[config.mk]
export PLATFORM = sky130hd
export DESIGN_NAME = ex_muldiv_unit_flat
export DESIGN_NICKNAME = d
export VERILOG_FILES = /design/src/rtl/ex_muldiv_unit_if.sv /design/src/rtl/ex_muldiv_unit.sv /design/src/flat_wrapper.sv
export SDC_FILE = /design/constraint.sdc
export NUM_CORES = 1
export LEC_CHECK = 0
export ABC_AREA = 1
export CELL_PAD_IN_SITES_DETAIL_PLACEMENT = 0
export CELL_PAD_IN_SITES_GLOBAL_PLACEMENT = 1
export CORE_ASPECT_RATIO = 0.75
export CORE_MARGIN = 2
export CORE_UTILIZATION = 42
export CTS_CLUSTER_SIZE = 25
export DETAILED_ROUTE_END_ITERATION = 8
export PLACE_DENSITY_LB_ADDON = 0.12
export SLEW_MARGIN = 20
export SYNTH_ARGS = -nofsm -noshare
export SYNTH_HDL_FRONTEND = slang
export SYNTH_SLANG_ARGS = --single-unit
[constraint.sdc]
create_clock -name clk -period 3.6 [get_ports clk]
set_clock_uncertainty 0.1 [all_clocks]
set_input_delay 0.9 -clock clk [delete_from_list [all_inputs] [get_ports clk]]
set_output_delay 0.9 -clock clk [all_outputs]
set_load 0.03 [all_outputs]
[src/rtl/ex_muldiv_unit_if.sv]
// Handshake and result bundle between the EX stage and the multiply/divide unit.
interface ex_muldiv_unit_if #(
  parameter int unsigned DATA_WIDTH = 32
);
  logic                  start;
  logic [1:0]            md_op;
  logic [DATA_WIDTH-1:0] operand_1;
  logic [DATA_WIDTH-1:0] operand_2;
  logic                  flush;
  logic                  stall_req;
  logic                  busy;
  logic                  done;
  logic [DATA_WIDTH-1:0] hi;
  logic [DATA_WIDTH-1:0] lo;

  modport master (
    output start, md_op, operand_1, operand_2, flush,
    input  stall_req, busy, done, hi, lo
  );

  modport slave (
    input  start, md_op, operand_1, operand_2, flush,
    output stall_req, busy, done, hi, lo
  );
endinterface

[src/rtl/ex_muldiv_unit.sv]
// EX-stage multi-cycle MULT/MULTU/DIV/DIVU unit producing HI/LO with a done pulse.
// Define MULDIV_FAST_MUL_EN to replace the iterative multiply with a single-cycle one.
module ex_muldiv_unit #(
  parameter int unsigned DATA_WIDTH = 32
) (
  input  logic              clk,
  input  logic              rst_n,
  ex_muldiv_unit_if.slave   bus
);
  localparam int unsigned W  = DATA_WIDTH;
  localparam int unsigned CW = $clog2(W);

  typedef enum logic [1:0] {
    IDLE = 2'd0,
    CALC = 2'd1,
    FIX  = 2'd2
  } state_t;

  state_t          state, state_next;
  logic [CW-1:0]   count;
  logic [2*W-1:0]  acc;
  logic [W-1:0]    mcand;
  logic            is_div, neg, rem_neg;
  logic            busy_q, done_q;
  logic [W-1:0]    hi_q, lo_q;

  logic            signed_op, op1_neg, op2_neg, div_zero, fast_mul, accept, accept_iter;
  logic [W-1:0]    op1_abs, op2_abs;
  logic [W:0]      mul_sum;
  logic [2*W-1:0]  mul_next, div_next, prod_fix;
  logic [W:0]      rem_shift;
  logic [W-1:0]    div_diff, quot_fix, rem_fix;
  logic            div_ge;
`ifdef MULDIV_FAST_MUL_EN
  logic [2*W-1:0]  fast_prod;
`endif

  always_comb begin
    signed_op = ~bus.md_op[0];
    op1_neg   = signed_op & bus.operand_1[W-1];
    op2_neg   = signed_op & bus.operand_2[W-1];
    op1_abs   = op1_neg ? -bus.operand_1 : bus.operand_1;
    op2_abs   = op2_neg ? -bus.operand_2 : bus.operand_2;
    div_zero  = bus.md_op[1] & (bus.operand_2 == '0);
`ifdef MULDIV_FAST_MUL_EN
    fast_mul  = ~bus.md_op[1];
    // Sign-extend to full width; the truncated unsigned product is then the signed product.
    fast_prod = {{W{op1_neg}}, bus.operand_1} * {{W{op2_neg}}, bus.operand_2};
`else
    fast_mul  = 1'b0;
`endif
    accept      = (state == IDLE) & bus.start & ~done_q & ~bus.flush;
    accept_iter = accept & ~fast_mul;
  end

  // One iteration: shift-add multiply (acc = {partial, multiplier}) or
  // restoring divide (acc = {remainder, dividend/quotient}).
  always_comb begin
    mul_sum   = {1'b0, acc[2*W-1:W]} + (acc[0] ? {1'b0, mcand} : '0);
    mul_next  = {mul_sum, acc[W-1:1]};
    rem_shift = acc[2*W-1:W-1];
    div_ge    = rem_shift >= {1'b0, mcand};
    div_diff  = rem_shift[W-1:0] - mcand;
    div_next  = div_ge ? {div_diff, acc[W-2:0], 1'b1}
                       : {rem_shift[W-1:0], acc[W-2:0], 1'b0};
    prod_fix  = neg ? -acc : acc;
    quot_fix  = neg ? -acc[W-1:0] : acc[W-1:0];
    rem_fix   = rem_neg ? -acc[2*W-1:W] : acc[2*W-1:W];
  end

  always_comb begin
    state_next = state;
    case (state)
      IDLE:    if (accept_iter) state_next = div_zero ? FIX : CALC;
      CALC:    if (count == CW'(W - 1)) state_next = FIX;
      FIX:     state_next = IDLE;
      default: state_next = IDLE;
    endcase
    if (bus.flush) state_next = IDLE;
  end

  always_ff @(posedge clk or negedge rst_n) begin
    if (!rst_n) state <= IDLE;
    else        state <= state_next;
  end

  always_ff @(posedge clk or negedge rst_n) begin
    if (!rst_n) begin
      count   <= '0;
      acc     <= '0;
      mcand   <= '0;
      is_div  <= 1'b0;
      neg     <= 1'b0;
      rem_neg <= 1'b0;
      busy_q  <= 1'b0;
      done_q  <= 1'b0;
      hi_q    <= '0;
      lo_q    <= '0;
    end else begin
      done_q <= 1'b0;
      busy_q <= (state_next != IDLE);
      case (state)
        IDLE: begin
`ifdef MULDIV_FAST_MUL_EN
          if (accept && fast_mul) begin
            hi_q   <= fast_prod[2*W-1:W];
            lo_q   <= fast_prod[W-1:0];
            done_q <= 1'b1;
          end
`endif
          if (accept_iter) begin
            count  <= '0;
            is_div <= bus.md_op[1];
            // Divide-by-zero preloads the raw result and clears the sign flags so FIX passes it through.
            if (div_zero) begin
              acc     <= {bus.operand_1, {W{1'b1}}};
              neg     <= 1'b0;
              rem_neg <= 1'b0;
            end else begin
              acc     <= {{W{1'b0}}, bus.md_op[1] ? op1_abs : op2_abs};
              neg     <= op1_neg ^ op2_neg;
              rem_neg <= op1_neg & bus.md_op[1];
            end
            mcand <= bus.md_op[1] ? op2_abs : op1_abs;
          end
        end
        CALC: begin
          acc   <= is_div ? div_next : mul_next;
          count <= count + 1'b1;
        end
        FIX: begin
          if (!bus.flush) begin
            hi_q   <= is_div ? rem_fix  : prod_fix[2*W-1:W];
            lo_q   <= is_div ? quot_fix : prod_fix[W-1:0];
            done_q <= 1'b1;
          end
        end
        default: ;
      endcase
    end
  end

  assign bus.stall_req = (bus.start & ~done_q) | busy_q;
  assign bus.busy      = busy_q;
  assign bus.done      = done_q;
  assign bus.hi        = hi_q;
  assign bus.lo        = lo_q;
endmodule
[src/flat_wrapper.sv]
// flat-port wrapper written by rule: the top's interface ports become plain ports
module ex_muldiv_unit_flat 
#(
  parameter int unsigned DATA_WIDTH = 32
)
  (clk, rst_n, bus_start, bus_md_op, bus_operand_1, bus_operand_2, bus_flush, bus_stall_req, bus_busy, bus_done, bus_hi, bus_lo);
  ex_muldiv_unit_if #(.DATA_WIDTH(DATA_WIDTH)) bus_i ();
  input  logic clk;
  input  logic rst_n;
  input wire logic [$bits(bus_i.start)-1:0] bus_start;
  input wire logic [$bits(bus_i.md_op)-1:0] bus_md_op;
  input wire logic [$bits(bus_i.operand_1)-1:0] bus_operand_1;
  input wire logic [$bits(bus_i.operand_2)-1:0] bus_operand_2;
  input wire logic [$bits(bus_i.flush)-1:0] bus_flush;
  output wire logic [$bits(bus_i.stall_req)-1:0] bus_stall_req;
  output wire logic [$bits(bus_i.busy)-1:0] bus_busy;
  output wire logic [$bits(bus_i.done)-1:0] bus_done;
  output wire logic [$bits(bus_i.hi)-1:0] bus_hi;
  output wire logic [$bits(bus_i.lo)-1:0] bus_lo;
  assign bus_i.start = bus_start;
  assign bus_i.md_op = bus_md_op;
  assign bus_i.operand_1 = bus_operand_1;
  assign bus_i.operand_2 = bus_operand_2;
  assign bus_i.flush = bus_flush;
  assign bus_stall_req = bus_i.stall_req;
  assign bus_busy = bus_i.busy;
  assign bus_done = bus_i.done;
  assign bus_hi = bus_i.hi;
  assign bus_lo = bus_i.lo;
  ex_muldiv_unit #(.DATA_WIDTH(DATA_WIDTH)) u_core (.clk(clk), .rst_n(rst_n), .bus(bus_i));
endmodule
==> results.toml, run 1 <==
[synthesis]
synth_edf_count = 0
synth_top_flop_cell = "dfrtp_1"
synthCells = 3087
synthesis.nets = 3229
ys_ff_latch = 172
synthArstFlopShare_pct = 100
synth_area_leaders = "dfrtp_1 (24%), nand2_1 (21%), inv_1 (7.9%), nand3_1 (7.5%), nor2_1 (6.8%)"
yosysTopAreaCell = "dfrtp_1"
ys_warn_count = 0
syn_area_per_cell_um2 = 5.91
synth_seq_area_share_pct = 23.6
post-synth-top-area-fraction_pct = 23.6
synth_cell_types = 56
syn_area_mm2 = 0.0182

[clock_network]
cts_resized = 0
clockBufferDepth = 2
numCtsBuffers = 17
holdBufCountCts = 0
h-tree-depth = 4
path_clk_slew_ns = 0.08
postCtsSetupRepairBufs = 0
cts_root_buffer = "clkbuf_16"
cts_tree = "done"
clkSinkCount = 172
clk_latency_ns = 0.48

[sta]
fin_ws_ns = 0.299
slew_headroom_pct = 47.6
hold_viol = 0
setup_viol = 0
worstMarginPinSlew_ns = 0.786
fmax_ghz = 0.303
fin_setup_tns_ns = 0
period_share_pct = 91.7
holdWs_ns = 0.276
rsz0062_at_grt = "no"
min_period_ns = 3.30
drv_slew = 0

[final_layout]
seqCellArea_mm2 = 0.00431
postLayoutCoreUtil_pct = 49.4
drive_above_1_share_pct = 6.66
fillers = 4587
multi_input_area_mm2 = 0.0120
insertedDiodeCount = 0
design_area_mm2 = 0.0213
areaGrowthSynthToFinish_pct = 16.9
finalNetCount = 3373

[power]
p_int_mw = 6.09
irDropWorstVdd_mv = 0.435
power.switching_mw = 8.10
p_leak_nw = 10.8
power.density_mw_per_mm2 = 666
p_sw_share_pct = 57.1
clock_power_share_pct = 14.3
pwr-share-comb_pct = 65.6
p_seq_share_pct = 20.1

[worst_setup_path]
end_kind = "flop"
cp-start-kind = "flop"
r2r_start = "u_core.acc[60]"
worstPathArrival_ns = 3.61
cp_max_fo = 11
startpoint = "u_core.acc[60]"
crit_required_ns = 3.91
path_class = "reg -> reg"

[min_path]
hp-class = "in -> async"

[placed_design]
dp_hpwl_um = 70200
dpl_worst_slack_ns = 0.174
gp_congestion = 1.11
port_buffers = 136
postPlaceCellArea_mm2 = 0.0207

[floorplanning]
ios = 137
die_y_um = 184
start_util_pct = 42.3
dieWidth_um = 245
fp-row-count = 66
coreArea_mm2 = 0.0431
die_area_mm2 = 0.0451

[grt]
grt_antenna_before_repair = 2
grt_max_degree = 80
grt_pass1_wl_um = 125000
grt_pass1_vias = 19500
grt.overflow.total = 0
track_usage_pct = 37.5

[routing]
drc_errors = 0
drt_pass1_iterations = 6
drt_iter0_markers = 3210
wire_per_inst_um = 22.4
vias_per_cell = 5.69
vias = 21800
ant_nets = 0
wl_um = 85500

[outcome]
run_status = "completed"

[flow_run]
drv_cap = 0
==> power groups by stage <==
| stage | logic (mW) | clock network, mW | registers, mW |
|---|---|---|---|
| 5_1_grt | 10.1 | 2.13 | 2.85 |
| 3_3_place_gp | 8.91 | 0 | 2.83 |
| 3_5_place_dp | 8.93 | 0 | 2.84 |
| 6_report | 9.30 | 2.03 | 2.86 |
| 2_1_floorplan | 5.66 | 0 | 2.66 |
| 4_1_cts | 8.98 | 2.05 | 2.80 |
==> per-layer routing <==
layer / up-vias / GRT usage, % / wire [µm] / share of wire (%)
met5: - / 0 / 10 / 0.012
met1: 10200 / 55.6 / 38000 / 44
met2: 1258 / 53.5 / 34300 / 40
li1: 10200 / - / - / -
met4: 2 / 10.4 / 2380 / 2.8
met3: 145 / 9.17 / 10900 / 13
==> flip-flops by register name, summed over array words and instances, names as in the netlist <==
register         cells
u_core.acc          64
u_core.mcand        32
u_core.neg           1
u_core.bus.busy      1
u_core.count         5
u_core.is_div        1
u_core.bus.lo       32
u_core.bus.hi       32
u_core.state         2
u_core.rem_neg       1
u_core.bus.done      1
==> area by class of cell <==
cell class,instances,share of cell area [%]
multi-input combinational,2407,56.2
tap,578,3.39
clock buffer,18,2.06
inverter,408,7.19
sequential,172,20.2
timing repair buffer,225,10.0
clock inverter,14,0.910
==> synth_stat cells, drive strengths merged, types with 3 or more instances <==
cell,instances
a21oi,150
a22oi,19
ha,70
buf,38
nand3b,15
and2,3
o211ai,23
o31ai,10
xnor2,16
nand2,1037
o221ai,13
nor4,7
a31oi,5
or2,7
nor2,349
clkbuf,62
o21ai,198
dfrtp,172
and3,3
inv,405
nor3,39
xor2,87
o21a,3
nand4,46
nand3,284
clkinv,3
o21bai,10
==> layout by cell type (no fill, tap or decap), types with 6 or more instances in the layout <==
cell type / netlist / routed
nor2_1: 332 / 330
xor2_1: 87 / 87
buf_12: 0 / 9
a21oi_1: 150 / 150
o21ai_2: 9 / 9
o221ai_1: 13 / 13
o21ai_0: 177 / 177
or2_2: 6 / 6
nand3b_1: 15 / 15
nor2_4: 4 / 6
o31ai_2: 7 / 7
clkbuf_16: 0 / 17
ha_1: 70 / 70
buf_4: 3 / 81
nor2_2: 12 / 12
o21bai_1: 10 / 10
nand3_2: 9 / 9
o211ai_1: 23 / 23
clkdlybuf4s50_1: 0 / 134
nand3_1: 274 / 273
nand4_1: 44 / 44
nor3_1: 38 / 38
inv_2: 23 / 24
o21ai_1: 12 / 12
dfrtp_1: 172 / 171
a22oi_1: 19 / 19
nand2_1: 1028 / 1028
nand2_2: 6 / 6
xnor2_1: 16 / 16
inv_1: 382 / 382
==> critical path, stage by stage, from the launching register on <==
cell     delay, ns
dfrtp_1       0.61
ha_1          0.54
nand2_1       0.11
nor2_1        0.36
nand3_1       0.13
nor2_1        0.10
nand2_1       0.07
nand3_2       0.13
nor2_8        0.07
nand2_8       0.13
nand2_4       0.16
inv_2         0.28
nand3_1       0.14
nand3_1       0.14
nand2_1       0.08
nand2_1       0.08
==> kinds of logic after synthesis <==
group,after synthesis,share of synthesized area (%)
AOI/OAI and AO/OA,439,13.7
adders and majority gates,72,5.02
DFF,172,23.6
buffers and inverters,508,10.9
xor gates and xnor gates,103,4.95
and+or+nand+nor,1793,41.8
==> per-stage QoR <==
| step | instances | power [mW] |
|---|---|---|
| floorplan | 3087 | 8.33 |
| global placement | 3790 | 11.7 |
| detailed placement | 3790 | 11.8 |
| CTS | 3822 | 13.8 |
| global route | 3822 | 15.1 |
| finish | 3822 | 14.2 |
==> worst paths after layout <==
path | end | slack (ns) | depth (start not counted)
min reg2reg | u_core.bus.hi[26] | 0.39 | 2
min in group clk | u_core.bus.hi[26] | 0.39 | 2
min | u_core.bus.hi[16] | 0.28 | 1
max | u_core.acc[54] | 0.30 | 15
max reg2reg | u_core.acc[54] | 0.30 | 15
max in group asynchronous | u_core.acc[58] | 2.37 | 2
Note: power is estimated with default switching activity, not from simulation.
==> inputs of run 2 (changes only) <==
--- a/config.mk
+++ b/config.mk
@@ -5,12 +5,11 @@
 export SDC_FILE = /design/constraint.sdc
 export NUM_CORES = 1
 export LEC_CHECK = 0
-export ABC_AREA = 1
 export CELL_PAD_IN_SITES_DETAIL_PLACEMENT = 0
 export CELL_PAD_IN_SITES_GLOBAL_PLACEMENT = 1
 export CORE_ASPECT_RATIO = 0.75
 export CORE_MARGIN = 2
-export CORE_UTILIZATION = 42
+export CORE_UTILIZATION = 44
 export CTS_CLUSTER_SIZE = 25
 export DETAILED_ROUTE_END_ITERATION = 8
 export PLACE_DENSITY_LB_ADDON = 0.12
==> results.toml, run 2 <==
[outcome]
run_status = "completed"

[worst_setup_path]
cp-start-kind = "primary input"
path_class = "in -> reg"
ff2ff_path_depth = 16
worstPathArrival_ns = 3.73
crit_chain = "clkdlybuf4s50_1, or4_4, or4_4, buf_4, nor3_1, buf_4, nand2_1, o21ai_0, xor2_1, a31o_2, o221ai_1"
cp_slowest_stage_delay_ns = 0.57
cp_max_fo = 3
crit_required_ns = 3.82
end_kind = "flop"
critical_path.slowest_cell = "or4_4"

[clock_network]
cts_root_buffer = "clkbuf_16"
cts_tree = "done"
numCtsBuffers = 17
clockBufferDepth = 2
h-tree-depth = 4
path_clk_slew_ns = 0.08
clkSinkCount = 172
clk_latency_ns = 0.46

[synthesis]
synthCells = 1779
synth_edf_count = 0
synthTopCellsByCount = "o21ai_0 (216), nand2_1 (193), dfrtp_1 (172)"
synth_area_leaders = "dfrtp_1 (30%), o21ai_0 (7.6%), ha_1 (6.1%), xnor2_1 (5.7%), nand2_1 (5.1%)"
syn_area_per_cell_um2 = 8.01
yosysTopAreaCell = "dfrtp_1"
synth_top_flop_cell = "dfrtp_1"
synth_cell_types = 80
syn_area_mm2 = 0.0142
synth_seq_area_share_pct = 30.2
synthArstFlopShare_pct = 100
ys_warn_count = 0
synthesis.nets = 1921
post-synth-top-area-fraction_pct = 30.2
yosysMostFrequentCell = "o21ai_0"
ys_ff_latch = 172

[final_layout]
areaGrowthSynthToFinish_pct = 31.1
largest_register_ffs = 64
design_area_mm2 = 0.0187
fillers = 2998
final_common_cell = "buf_4"
seqCellArea_mm2 = 0.00431
regMostFlops = "u_core.acc"
mostFrequentLayoutCells = "buf_4 (257), o21ai_0 (207), nand2_1 (190)"
finalNetCount = 2238
drive_above_1_share_pct = 17.8
multi_input_area_mm2 = 0.00951

[routing]
drc_errors = 0
wl_um = 53300
wire_per_inst_um = 20.9
drt_pass1_iterations = 6
ant_nets = 0
vias = 14900
drt_iter0_markers = 1483
vias_per_cell = 5.83

[sta]
drv_slew = 0
hold_viol = 0
worstMarginPinSlew_ns = 0.886
setup_viol = 0
fmax_ghz = 0.284
period_share_pct = 97.7
slew_headroom_pct = 40.9
min_period_ns = 3.52
holdWs_ns = 0.266

[floorplanning]
fp-row-count = 57
die_area_mm2 = 0.0338
dieWidth_um = 212
die_y_um = 160
ios = 137
coreArea_mm2 = 0.0322
start_util_pct = 44.3

[power]
p_leak_nw = 8.24
power_mw = 13.1
irDropWorstVdd_mv = 0.347
power.density_mw_per_mm2 = 704

[placed_design]
gp_congestion = 0.926
port_buffers = 136
postPlaceCellArea_mm2 = 0.0178
dp_hpwl_um = 42000

[grt]
grt_antenna_before_repair = 2
grt.overflow.total = 0
grt_pass1_vias = 14400
track_usage_pct = 31.8
grt_max_degree = 92
grt_pass1_wl_um = 82300

[min_path]
hp-class = "in -> async"

[flow_run]
drv_cap = 0
[run 2: final cells by class]
| cell class | count | area share (%) |
|---|---|---|
| antenna | 1 | 0.0134 |
| clock buffer | 18 | 2.35 |
| clock inverter | 14 | 0.911 |
| inverter | 66 | 1.33 |
| multi-input combinational | 1437 | 50.9 |
| sequential | 172 | 23.1 |
| tap | 442 | 2.96 |
| timing repair buffer | 402 | 18.5 |
[run 2: timing repair]
action                                  CTS  global route
hold buffers                              0             0
pin swaps                                 1            23
buffers inserted                          0            12
endpoints found under the setup margin   27            69
gates resized for setup                  12            43
[run 2: cells by family (layout without fill, tap and decap cells)]
| group | Yosys count | count (layout) | synth area share [%] |
|---|---|---|---|
| flip-flops | 172 | 172 | 30.2 |
| AND/OR/NAND/NOR | 533 | 533 | 17.6 |
| other | 0 | 1 | 0 |
| adder cells (fa/ha/maj) | 72 | 72 | 6.43 |
| XOR/XNOR | 166 | 166 | 10.2 |
| multiplexers | 54 | 54 | 3.83 |
| AO/OA/AOI/OAI | 612 | 612 | 27.1 |
| buffers and inverters | 170 | 500 | 4.60 |
[run 2: worst paths after layout]
check / start / endpoint / slack (ns)
worst max-delay path: bus_operand_1[10] / u_core.acc[22] / 0.08
worst max register to register: u_core.acc[0] / u_core.acc[62] / 0.12
max in group asynchronous: rst_n / u_core.bus.hi[26] / 2.31
worst min register to register: u_core.bus.lo[21] / u_core.bus.lo[21] / 0.38
min in group clk: u_core.bus.lo[21] / u_core.bus.lo[21] / 0.38
worst min-delay path: rst_n / u_core.count[2] / 0.27
[run 2: layer usage]
layer	wire, µm	part of all wire (%)	global-route usage (%)	vias to the layer above
li1	-	-	-	7121
met1	24800	46	44.9	7118
met2	23400	44	48.6	546
met3	3610	6.8	6.35	83
met4	1550	2.9	10.4	0
met5	0	0	0	-
[run 2: through the flow]
stage / TNS [ns] / setup slack (ns) / utilization (%) / std cells
after CTS: -0.0420 / -0.0420 / 57.3 / 2539
final: 0 / 0.0845 / 58.1 / 2552
after global placement: -29.99 / -0.493 / 55.3 / 2507
after detailed placement: -36.50 / -0.570 / 55.3 / 2507
after global routing: -0.0451 / -0.0451 / 58.0 / 2551
after floorplan: 0 / 0.0139 / - / 1779
[run 2: power by group]
group | switching, mW | internal [mW]
combinational | 4.67 | 3.66
clock | 0.914 | 1.07
sequential | 0.468 | 2.36
[run 2: worst max-delay path, delay by kind of cell]
kind	cells	cell delay, ns
simple gates	4	1.33
compound gates	3	0.51
buf+inv	3	0.76
xor+xnor	1	0.23
